[config.mk]
export PLATFORM = sky130hd
export DESIGN_NAME = control_sumador_serie
export DESIGN_NICKNAME = d
export VERILOG_FILES = /design/src/rtl/control_sumador_serie_pkg.sv /design/src/rtl/control_sumador_serie_half_adder.sv /design/src/rtl/control_sumador_serie.sv
export SDC_FILE = /design/constraint.sdc
export NUM_CORES = 1
export LEC_CHECK = 0
export CORE_MARGIN = 8
export CORE_UTILIZATION = 45
export CTS_CLUSTER_DIAMETER = 120
export DETAILED_ROUTE_END_ITERATION = 12
export PLACE_DENSITY = 0.72
export SYNTH_ARGS = -nofsm -noshare
export SYNTH_HDL_FRONTEND = slang
export SYNTH_SLANG_ARGS = --single-unit
[constraint.sdc]
create_clock -name i_clk -period 2.8 [get_ports i_clk]
set_input_delay 0.56 -clock i_clk [delete_from_list [all_inputs] [get_ports i_clk]]
set_output_delay 0.56 -clock i_clk [all_outputs]
set_load 0.01 [all_outputs]
[src/rtl/control_sumador_serie_pkg.sv]
// Shared definitions for the bit-serial adder controller.
//   - ANCHO_DEF    : default operand/sum width
//   - estado_t     : controller states (encoding 2'd3 is illegal and recovers to REPOSO)
//   - ancho_cuenta : width of the bit counter, max(1, clog2(n))
package control_sumador_serie_pkg;

    localparam int unsigned ANCHO_DEF = 8;

    typedef enum logic [1:0] {
        ST_REPOSO  = 2'd0,
        ST_SUMANDO = 2'd1,
        ST_HECHO   = 2'd2
    } estado_t;

    function automatic int unsigned ancho_cuenta(input int unsigned n);
        if (n > 1) begin
            return $clog2(n);
        end
        return 1;
    endfunction

endpackage

[src/rtl/control_sumador_serie_half_adder.sv]
// Half adder cell; two of these plus an OR form the serial full-adder.
//   i_a, i_b   : input bits
//   o_suma     : i_a ^ i_b
//   o_acarreo  : i_a & i_b
module half_adder (
    input  logic i_a,
    input  logic i_b,
    output logic o_suma,
    output logic o_acarreo
);

    always_comb begin
        o_suma    = i_a ^ i_b;
        o_acarreo = i_a & i_b;
    end

endmodule

[src/rtl/control_sumador_serie.sv]
// Bit-serial adder controller. Accepts two ANCHO-bit operands over a
// valid/ready handshake, adds them LSB-first one bit per clock through a
// single full-adder cell, and presents sum and carry-out over a second
// valid/ready handshake.
//   i_clk, i_rst                 : clock, synchronous active-high reset
//   i_valido / o_listo           : operand handshake
//   i_operando_a, i_operando_b   : operands, sampled only on accept
//   o_valido / i_listo           : result handshake
//   o_suma, o_acarreo            : sum mod 2^ANCHO and carry-out (meaningful while o_valido=1)
module control_sumador_serie
    import control_sumador_serie_pkg::*;
#(
    parameter int unsigned ANCHO = ANCHO_DEF
) (
    input  logic             i_clk,
    input  logic             i_rst,
    input  logic             i_valido,
    output logic             o_listo,
    input  logic [ANCHO-1:0] i_operando_a,
    input  logic [ANCHO-1:0] i_operando_b,
    output logic             o_valido,
    input  logic             i_listo,
    output logic [ANCHO-1:0] o_suma,
    output logic             o_acarreo
);

    localparam int unsigned    CW     = ancho_cuenta(ANCHO);
    localparam logic [CW-1:0]  ULTIMO = CW'(ANCHO - 1);

    estado_t          estado_q, estado_d;
    logic             listo_q, listo_d;
    logic             valido_q, valido_d;
    logic [ANCHO-1:0] a_q, a_d;
    logic [ANCHO-1:0] b_q, b_d;
    logic [ANCHO-1:0] sum_q, sum_d;
    logic             c_q, c_d;
    logic [CW-1:0]    cnt_q, cnt_d;

    // Full-adder cell: first half adder combines the operand bits, second
    // adds the stored carry; either half adder may generate the carry.
    logic p0, g0, s_bit, g1, c_sig;

    half_adder u_ha0 (
        .i_a       (a_q[0]),
        .i_b       (b_q[0]),
        .o_suma    (p0),
        .o_acarreo (g0)
    );

    half_adder u_ha1 (
        .i_a       (p0),
        .i_b       (c_q),
        .o_suma    (s_bit),
        .o_acarreo (g1)
    );

    assign c_sig = g0 | g1;

    always_comb begin
        estado_d = estado_q;
        listo_d  = listo_q;
        valido_d = valido_q;
        a_d      = a_q;
        b_d      = b_q;
        sum_d    = sum_q;
        c_d      = c_q;
        cnt_d    = cnt_q;

        case (estado_q)
            ST_REPOSO: begin
                listo_d  = 1'b1;
                valido_d = 1'b0;
                if (i_valido && listo_q) begin
                    a_d      = i_operando_a;
                    b_d      = i_operando_b;
                    sum_d    = '0;
                    c_d      = 1'b0;
                    cnt_d    = '0;
                    listo_d  = 1'b0;
                    estado_d = ST_SUMANDO;
                end
            end
            ST_SUMANDO: begin
                a_d          = a_q >> 1;
                b_d          = b_q >> 1;
                // New bit enters at the MSB so the LSB-first result ends aligned.
                sum_d        = sum_q >> 1;
                sum_d[ANCHO-1] = s_bit;
                c_d          = c_sig;
                cnt_d        = cnt_q + CW'(1);
                if (cnt_q == ULTIMO) begin
                    valido_d = 1'b1;
                    estado_d = ST_HECHO;
                end
            end
            ST_HECHO: begin
                if (valido_q && i_listo) begin
                    valido_d = 1'b0;
                    listo_d  = 1'b1;
                    estado_d = ST_REPOSO;
                end
            end
            default: begin
                valido_d = 1'b0;
                listo_d  = 1'b1;
                estado_d = ST_REPOSO;
            end
        endcase
    end

    always_ff @(posedge i_clk) begin
        if (i_rst) begin
            estado_q <= ST_REPOSO;
            listo_q  <= 1'b1;
            valido_q <= 1'b0;
            a_q      <= '0;
            b_q      <= '0;
            sum_q    <= '0;
            c_q      <= 1'b0;
            cnt_q    <= '0;
        end else begin
            estado_q <= estado_d;
            listo_q  <= listo_d;
            valido_q <= valido_d;
            a_q      <= a_d;
            b_q      <= b_d;
            sum_q    <= sum_d;
            c_q      <= c_d;
            cnt_q    <= cnt_d;
        end
    end

    assign o_listo   = listo_q;
    assign o_valido  = valido_q;
    assign o_suma    = sum_q;
    assign o_acarreo = c_q;

endmodule

==> results.ini, run 1 <==
[critical_path]
r2r.worst_path.cells = 4
worstPathArrival_ps = 1330
startpoint = o_listo$_SDFFE_PP1P_
regToRegSetupSlack_ps = 940
critical_path.max_fanout = 6
start_kind = register
worstPathRequired_ps = 2240
r2r_end = b_q[4]$_SDFFE_PP0P_
critical-path-top-delay-family = buffers and inverters
worstReg2RegStart = estado_q[1]$_SDFFE_PP0P_
cp-end-kind = primary output
crit_slowest_cell = clkdlybuf4s50_1
critical_path.max_stage_delay_ps = 570
critical_path_buf_inv_count = 1
worstSetupPathType = reg -> out
cp_cell_sequence = clkdlybuf4s50_1

[clocking]
clkLatencyLatePin_ps = 330
cts.clk_slew.worst_paths_ps = 100
cts_tree = built
max-clock-path-buffers = 2
cts_resized = 0
cts_hold_buffers = 0
cts_buffers = 5
cts_setup_buffers = 0
cts_max_level = 2
clock_sinks = 32
cts_root_buf = clkbuf_4

[synth]
synth_edf_count = 0
synth_top_area_frac = 0.427
ys.flop_type = dfxtp_1
ys_seq_area_frac = 0.427
synth_top_cell_by_area = dfxtp_1
syn_inst = 150
yosysMostFrequentCell = dfxtp_1
synthTopCellsByCount = dfxtp_1, o21bai_1, o311a_1
synth_cell_types = 28
synth_nets = 173
async_flop_share = 0
synth_area_leaders = dfxtp_1, o311a_1, mux2_2, o21bai_1, mux2_4
ys_seq_elements = 32
syn_area_um2 = 1500
yosys_warnings = 0
avgSynthCellArea_um2 = 10.0

[sta]
fin_crit_ps = 1890
clock-skew-final_ps = 7.48
period_share = 0.676
tns_ps = 0
rsz0062_at_grt = no
tightest_slew_ps = 605
final-hold-violation-count = 0
fin_ws_ps = 906
setup_violations = 0
maxSlewViolCount = 0
fmax_ghz = 0.528
slew_headroom = 0.596

[die]
rows = 21
core_um2 = 3260
die_w_um = 73.8
io_pins = 31
start_util = 0.461
die_area_um2 = 5440
fp.dieH_um = 73.8

[final_layout]
drive_gt1_frac = 0.148
syn_to_final_growth_pct = 23.9
fin_nets = 198
diodes = 0
nFillCells = 293

[route]
totalWireLength_mm = 3.06
vias = 1159
wl_per_cell_um = 13.8
drc = 0
drtPass1Iterations = 5
drt-initial-drc-count = 98
drt-vias-per-instance = 5.22
ant_nets = 0

[global_routing]
grt_first_pass_wirelength_mm = 5.06
grt_use_total = 0.119
overflow = 0
antenna_found_initial = 0
grt_pass1_vias = 1161
grt_max_degree = 45

[place]
port_buffers = 30
dp_hpwl_mm = 2.01
pre_cts_slack_ps = 780
gp_congestion = 0.740

[power_and_ir_drop]
power_leakage_uw = 0.000726
p_total_uw = 940
power_density_nw_per_um2 = 505
ir_worst_vdd_v = 0.000249

[hold_path]
min_from = a_q[7]$_SDFFE_PP0P_
holdPathStages = 2
hold_end = a_q[7]$_SDFFE_PP0P_
hp-class = reg -> reg

[outcome]
outcome = finished clean

[job]
max_cap_viol_count = 0

==> placed cells by master (no fill, tap or decap), types with 2 or more instances in the layout <==
master / n
a21oi_1: 11
ha_1: 2
o311a_1: 14
o21ai_0: 10
inv_1: 3
buf_4: 3
clkdlybuf4s50_1: 30
clkbuf_4: 5
nor2_1: 5
clkbuf_1: 2
mux2_2: 10
mux2_4: 5
dfxtp_1: 32
o22ai_1: 3
nand2_1: 13
o21bai_1: 14
==> per-stage QoR <==
| step | cells | hold slack (ps) | util | instance area, µm² |
|---|---|---|---|---|
| after floorplan | 150 | 429 | - | 1500 |
| after global placement | 214 | 458 | 0.553 | 1800 |
| after detailed placement | 214 | 466 | 0.553 | 1800 |
| after CTS | 222 | 482 | 0.571 | 1860 |
| after global routing | 222 | 512 | 0.571 | 1860 |
| final | 222 | 480 | 0.571 | 1860 |
==> layout make-up <==
cell class	count	area, µm²	area share
Multi-Input combinational cell	100	769	0.414
Tap cell	46	57.6	0.0309
Inverter	3	11.3	0.00605
Timing Repair Buffer	33	323	0.174
Sequential cell	32	641	0.344
Clock buffer	8	58.8	0.0316
==> layer usage <==
| metal | GRT usage | vias to the layer above | share of wire |
|---|---|---|---|
| met3 | 0.0600 | 4 | 0.050 |
| met4 | 0.0399 | 0 | 0.0095 |
| met1 | 0.128 | 526 | 0.48 |
| met5 | 0 | - | 0 |
| li1 | - | 611 | - |
| met2 | 0.196 | 18 | 0.46 |
==> how the worst max path moves through the flow <==
stage / depth (start not counted) / slack, ps / endpoint
floorplan: 6 / 1320 / a_q[5]$_SDFFE_PP0P_
global placement: 5 / 810 / cnt_q[0]$_SDFFE_PP0P_
detailed placement: 5 / 780 / o_suma[3]$_SDFFE_PP0P_
CTS: 1 / 890 / o_listo
global route: 1 / 820 / o_listo
finish: 1 / 910 / o_listo
==> where the power goes <==
part | internal (µW) | switching, µW | total, µW
Combinational | 95.8 | 67.5 | 163
Clock | 124 | 150 | 274
Sequential | 485 | 18.0 | 503
Total | 704 | 236 | 940
==> state kept, by name, indices dropped and copies added, names as in the netlist <==
signal     flops
a_q            8
b_q            8
cnt_q          3
estado_q       2
o_acarreo      1
o_listo        1
o_suma         8
o_valido       1
==> worst register-to-register path, stage by stage, from the launching register on <==
cell	delay [ps]
dfxtp_1	320
buf_4	360
nand2b_4	390
mux2_2	390
o311a_1	280
==> kinds of logic after synthesis <==
logic type,Yosys count,synth area share
mux,16,0.132
flops,32,0.427
buf+inv,18,0.0608
fa+ha+maj,3,0.0300
compound gates,57,0.275
simple gates,24,0.0758
Power figures use the tool's default switching activity.
==> run 2: changes to the inputs <==
- PLACE_DENSITY: 0.72 -> 0.74
- clock period: 2.8 -> 1.7 ns (I/O delays scaled with it)
==> results.ini, run 2 (same netlist as run 1, synthesis figures left out) <==
[outcome]
outcome = finished clean

[die]
die_area_um2 = 5440
io_pins = 31
fp.dieH_um = 73.8
rows = 21
start_util = 0.461
core_um2 = 3260
die_w_um = 73.8

[sta]
fin_crit_ps = 1640
fin_ws_ps = 64.1
maxSlewViolCount = 0
slew_headroom = 0.563
tightest_slew_ps = 654
tns_ps = 0
rsz0062_at_grt = no
clock-skew-final_ps = 9.61
fmax_ghz = 0.611
final-hold-violation-count = 0
period_share = 0.962
setup_violations = 0

[final_layout]
syn_to_final_growth_pct = 29.8
fin_nets = 203
drive_gt1_frac = 0.193
layout_common_cells = dfxtp_1, clkdlybuf4s50_1, o21bai_1, o311a_1, nand2_1
diodes = 0
nFillCells = 301

[critical_path]
r2r.worst_path.cells = 4
cp-end-kind = primary output
worstPathArrival_ps = 1300
critical_path_buf_inv_count = 1
critical_path.max_fanout = 5
r2r_end = cnt_q[2]$_SDFFE_PP0P_
worstReg2RegStart = estado_q[0]$_SDFFE_PP0P_
regToRegSetupSlack_ps = 220
worstSetupPathType = reg -> out
critical_path.max_stage_delay_ps = 560
crit_slowest_cell = clkdlybuf4s50_1
worstPathRequired_ps = 1360
start_kind = register
cp_cell_sequence = clkdlybuf4s50_1
critical-path-top-delay-family = buffers and inverters

[global_routing]
use_met2 = 0.218
grt_pass1_vias = 1247
grt_first_pass_wirelength_mm = 5.60
grt_use_total = 0.132
antenna_found_initial = 0
overflow = 0
grt_max_degree = 31
met3_usage = 0.0382
grtUsageMet1 = 0.147
busiest_layer = met2

[route]
vias = 1223
drt-initial-drc-count = 139
totalWireLength_mm = 3.32
drt-vias-per-instance = 5.39
drtPass1Iterations = 4
wl_per_cell_um = 14.6
drc = 0
ant_nets = 0

[job]
max_cap_viol_count = 0

[power_and_ir_drop]
p_total_uw = 1770
power_leakage_uw = 0.000774
power_density_nw_per_um2 = 910
ir_worst_vdd_v = 0.000479

[place]
gp_congestion = 0.773
dp_hpwl_mm = 2.25
pre_cts_slack_ps = -24.0
port_buffers = 30

[clocking]
cts_buffers = 5
cts.clk_slew.worst_paths_ps = 100
cts_max_level = 2
clock_sinks = 32
clkLatencyLatePin_ps = 330
max-clock-path-buffers = 2
cts_tree = built
cts_root_buf = clkbuf_4

[hold_path]
min_from = o_suma[7]$_SDFFE_PP0P_
hold_end = o_suma[6]$_SDFFE_PP0P_
hp-class = reg -> reg
holdPathStages = 2

==> run 2: metal layers <==
layer,vias up,share of wire
met3,8,0.052
li1,619,-
met2,30,0.49
met5,-,0
met1,566,0.44
met4,0,0.024
==> run 2: cell type report <==
| cell class | count | area [µm²] | area share |
|---|---|---|---|
| Inverter | 3 | 11.3 | 0.00578 |
| Clock buffer | 7 | 65.1 | 0.0334 |
| Sequential cell | 32 | 643 | 0.330 |
| Tap cell | 46 | 57.6 | 0.0295 |
| Clock inverter | 1 | 30.0 | 0.0154 |
| Timing Repair Buffer | 38 | 373 | 0.191 |
| Multi-Input combinational cell | 100 | 769 | 0.395 |
==> run 2: stage by stage <==
step                cells  hold WS (ps)  cell area (µm²)   util
floorplan             150           416             1500      -
global placement      219           449             1850  0.568
detailed placement    219           455             1850  0.568
CTS                   227           482             1950  0.598
global route          227           508             1950  0.598
finish                227           476             1950  0.598
==> run 2: power breakdown <==
part	total (µW)	leakage, µW	switching [µW]	internal, µW
sequential	826	0.000263	27.8	799
clock	653	0.0000515	263	390
combinational	294	0.000460	121	173
total	1770	0.000774	411	1360
==> run 2: how the worst max path moves through the flow <==
stage,start,to,slack [ps],cells past startpoint
2_1_floorplan,estado_q[1]$_SDFFE_PP0P_,a_q[5]$_SDFFE_PP0P_,220,6
3_3_place_gp,i_valido,b_q[7]$_SDFFE_PP0P_,9,5
3_5_place_dp,i_valido,b_q[3]$_SDFFE_PP0P_,-20,5
4_1_cts,o_listo$_SDFFE_PP1P_,o_listo,10,1
5_1_grt,o_valido$_SDFFE_PP0P_,o_valido,3,1
6_report,o_valido$_SDFFE_PP0P_,o_valido,60,1
==> run 2: what timing repair did <==
| action | CTS | global route |
|---|---|---|
| hold buffers | 0 | 0 |
| resized for setup | 0 | 2 |
| hold endpoints to repair | 0 | 0 |
| endpoints found under the setup margin | 0 | 2 |
| setup buffers | 0 | 0 |
==> RTL edit (settings of run 2) <==
`ANCHO_DEF`: 8 -> 9.
--- a/src/rtl/control_sumador_serie_pkg.sv
+++ b/src/rtl/control_sumador_serie_pkg.sv
@@ -4,7 +4,7 @@
 //   - ancho_cuenta : width of the bit counter, max(1, clog2(n))
 package control_sumador_serie_pkg;
 
-    localparam int unsigned ANCHO_DEF = 8;
+    localparam int unsigned ANCHO_DEF = 9;
 
     typedef enum logic [1:0] {
         ST_REPOSO  = 2'd0,
Interface: changed (resized i_operando_a, i_operando_b and o_suma); port bits go from 31 to 34. No check against the original RTL was run, so the function may have changed too.
==> RTL edit against run 2 <==
Sequential cell count is 4 higher; setup slack better by 0.013 ns; wire length increased by 9.5%; power is 6.4% higher; clock skew up 0.0031 ns; register-to-register slack better by 0.25 ns; synthesized area up 4.0%; design area up 4.0%; critical path type unchanged.
==> RTL edit: results (changes against run 2) <==
** Worst hold path
- Hold Startpoint :: o_suma[0]$_SDFFE_PP0P_
- The worst hold path belongs to the class reg2reg.

** Status
- Run status :: completed

** Placement
- Final weighted congestion of routability-driven global placement :: 0.7143 (-7.6%)
- Placed standard-cell area :: 0.001948 sq mm (+5.2%)
- The count of buffers from port buffering was 33 (+10%).
- The worst slack after detailed placement was 0.1315 ns (+0.1555 ns).
- The instance count after placement with tap cells included came to 246 (+12%).
- The estimated wirelength of the detail-placed design came to 2505 microns (+11%).

** Synthesis
- Post-synth top cells :: 36 x dfxtp_1, 18 x nand2_1, 17 x a21oi_1
- The number of nets in the synthesized netlist came to 199 (+15%).
- The average cell area after synthesis was 8.974 sq um (-10%).
- The yosys synthesis warning count is 0 (unchanged).
- Fraction of registers with async set or reset after synthesis :: 0% (unchanged)
- By area the synthesized netlist is led by dfxtp_1 46%, o221ai_1 9.0%, a21oi_1 5.4%.
- Number of library cell types mapped by synthesis :: 33 (+18%)
- Primary flip-flop cell chosen by synthesis mapping :: dfxtp_1
- The share of synthesized area occupied by flip-flops and latches came to 46.15% (+3.5 points).

** Power
- Worst ir drop on vdd :: 454.4 uV (-5.0%)
- The total leakage power is 0.7161 nW (-7.5%).
- Net switching power :: 499.7 uW (+21%)

** Clocking
- The H-tree level count is 2 (unchanged).
- The number of resized instances in the post-cts repair step came to 0 (unchanged).
- Clock slew seen by the registers of the worst setup and hold paths :: 0.11 ns
- The maximum buffer depth of the clock tree is 2 (unchanged).
- Post-CTS setup buffer count :: 0 (unchanged)
- Cell at the root of the clock tree :: clkbuf_4
- The number of buffers added by the clock tree synthesis step was 5 (unchanged).
- The clock latency reported for the late side of the worst-skew pair is 0.35 ns (+0.02 ns).

** Setup path
- Kind of cell adding the most delay to the critical path :: buffers and inverters
- In this run the critical register-to-register path is launched from estado_q[1]$_SDFFE_PP0P_.
- Highest fanout seen on the critical path :: 4 (-1)
- Data arrival time of the worst path :: 1.28 ns (-0.02 ns)
- Crit path largest cell delay :: 0.55 ns
- Origin of the worst setup path :: o_valido$_SDFFE_PP0P_
- Slowest cell on the critical path :: clkdlybuf4s50_1

** Layout
- Multi-input combinational cell area :: 735.7 sq um (-4.4%)
- The diode insertion count for antenna repair is 0 (unchanged).
- Count of fill cells added during filler insertion :: 310 (+3.0%)
- The share of final-layout standard cells stronger than drive strength 1 came to 12.98% (-6.4 points).
- The final layout net count is 232 (+14%).

** Global route
- Antenna violations before repair :: 0 (unchanged)
- The total track usage is 13.79% (+0.55 points).
- Largest net degree at the start of global routing :: 32 (+3.2%)
- The global-route wire length before repair is 5844 microns (+4.5%).
- Number of global-route vias before repair :: 1,242 (-0.40%)

** Drt
- Initial DRC Count :: 93 (-33%)
- The post-detailed-route via-to-cell ratio is 5.504 (+2.2%).
- Count of TritonRoute iterations in the first routing pass :: 4 (unchanged)
- The per-cell routed wire length is 14.31 microns (-2.2%).
- The total via count in the routed design came to 1,398 (+14%).

** Timing
- The slew at the pin with the worst max-slew slack was 0.2429 ns (-0.4113 ns).
- The clock tree skew after final layout was 0.01272 ns (+0.003115 ns).
[RTL edit: changes by cell type after synthesis, moves of 6 or more]
cell	change
o221ai_1	+16
mux2_2	-10
a21oi_1	+6
nand3_1	+14
clkbuf_1	-10
nor2_1	+11
o311a_1	-14
o21bai_1	-14
nor3_2	+8
buf_2	+8
o21ai_0	-9
nor3_1	+7
[RTL edit: cell type report]
type,count,area share (%)
clock buffer,6,2.037
clock inverter,2,1.728
inverter,3,0.5556
multi-input combinational,119,36.30
sequential,36,35.68
tap,46,2.840
timing repair buffer,42,20.86
[RTL edit: cell families (layout without fill, tap and decap cells)]
group	after synthesis	count (layout)	share of synthesized area, %
DFF	36	36	46.15
AOI/OAI and AO/OA	40	40	17.87
and+or+nand+nor	76	76	26.36
adders and majority gates	3	3	2.884
buffers and inverters	19	53	6.730
[RTL edit: power by group through the flow]
stage / logic (mW) / registers [mW] / clock network [mW]
global placement: 0.332 / 0.969 / 0
floorplan: 0.230 / 0.965 / 0
detailed placement: 0.343 / 0.973 / 0
finish: 0.343 / 0.954 / 0.590
CTS: 0.344 / 0.954 / 0.601
global route: 0.378 / 0.962 / 0.643
[RTL edit: path summary, 6_finish.rpt]
kind / to / slack, ns / cells after the start
max: o_valido / 0.08 / 1
min: o_suma[0]$_SDFFE_PP0P_ / 0.48 / 2
max reg2reg: cnt_q[2]$_SDFFE_PP0P_ / 0.47 / 4
min reg2reg: o_suma[0]$_SDFFE_PP0P_ / 0.48 / 2
[RTL edit: routing by layer]
metal	global-route usage, %	wire length [microns]	up-vias	share of wire (%)
met5	0	0	-	0
li1	-	-	694	-
met4	6.957	80	0	2.2
met3	5.326	188	8	5.2
met2	21.02	1794	30	49
met1	16.39	1570	666	43
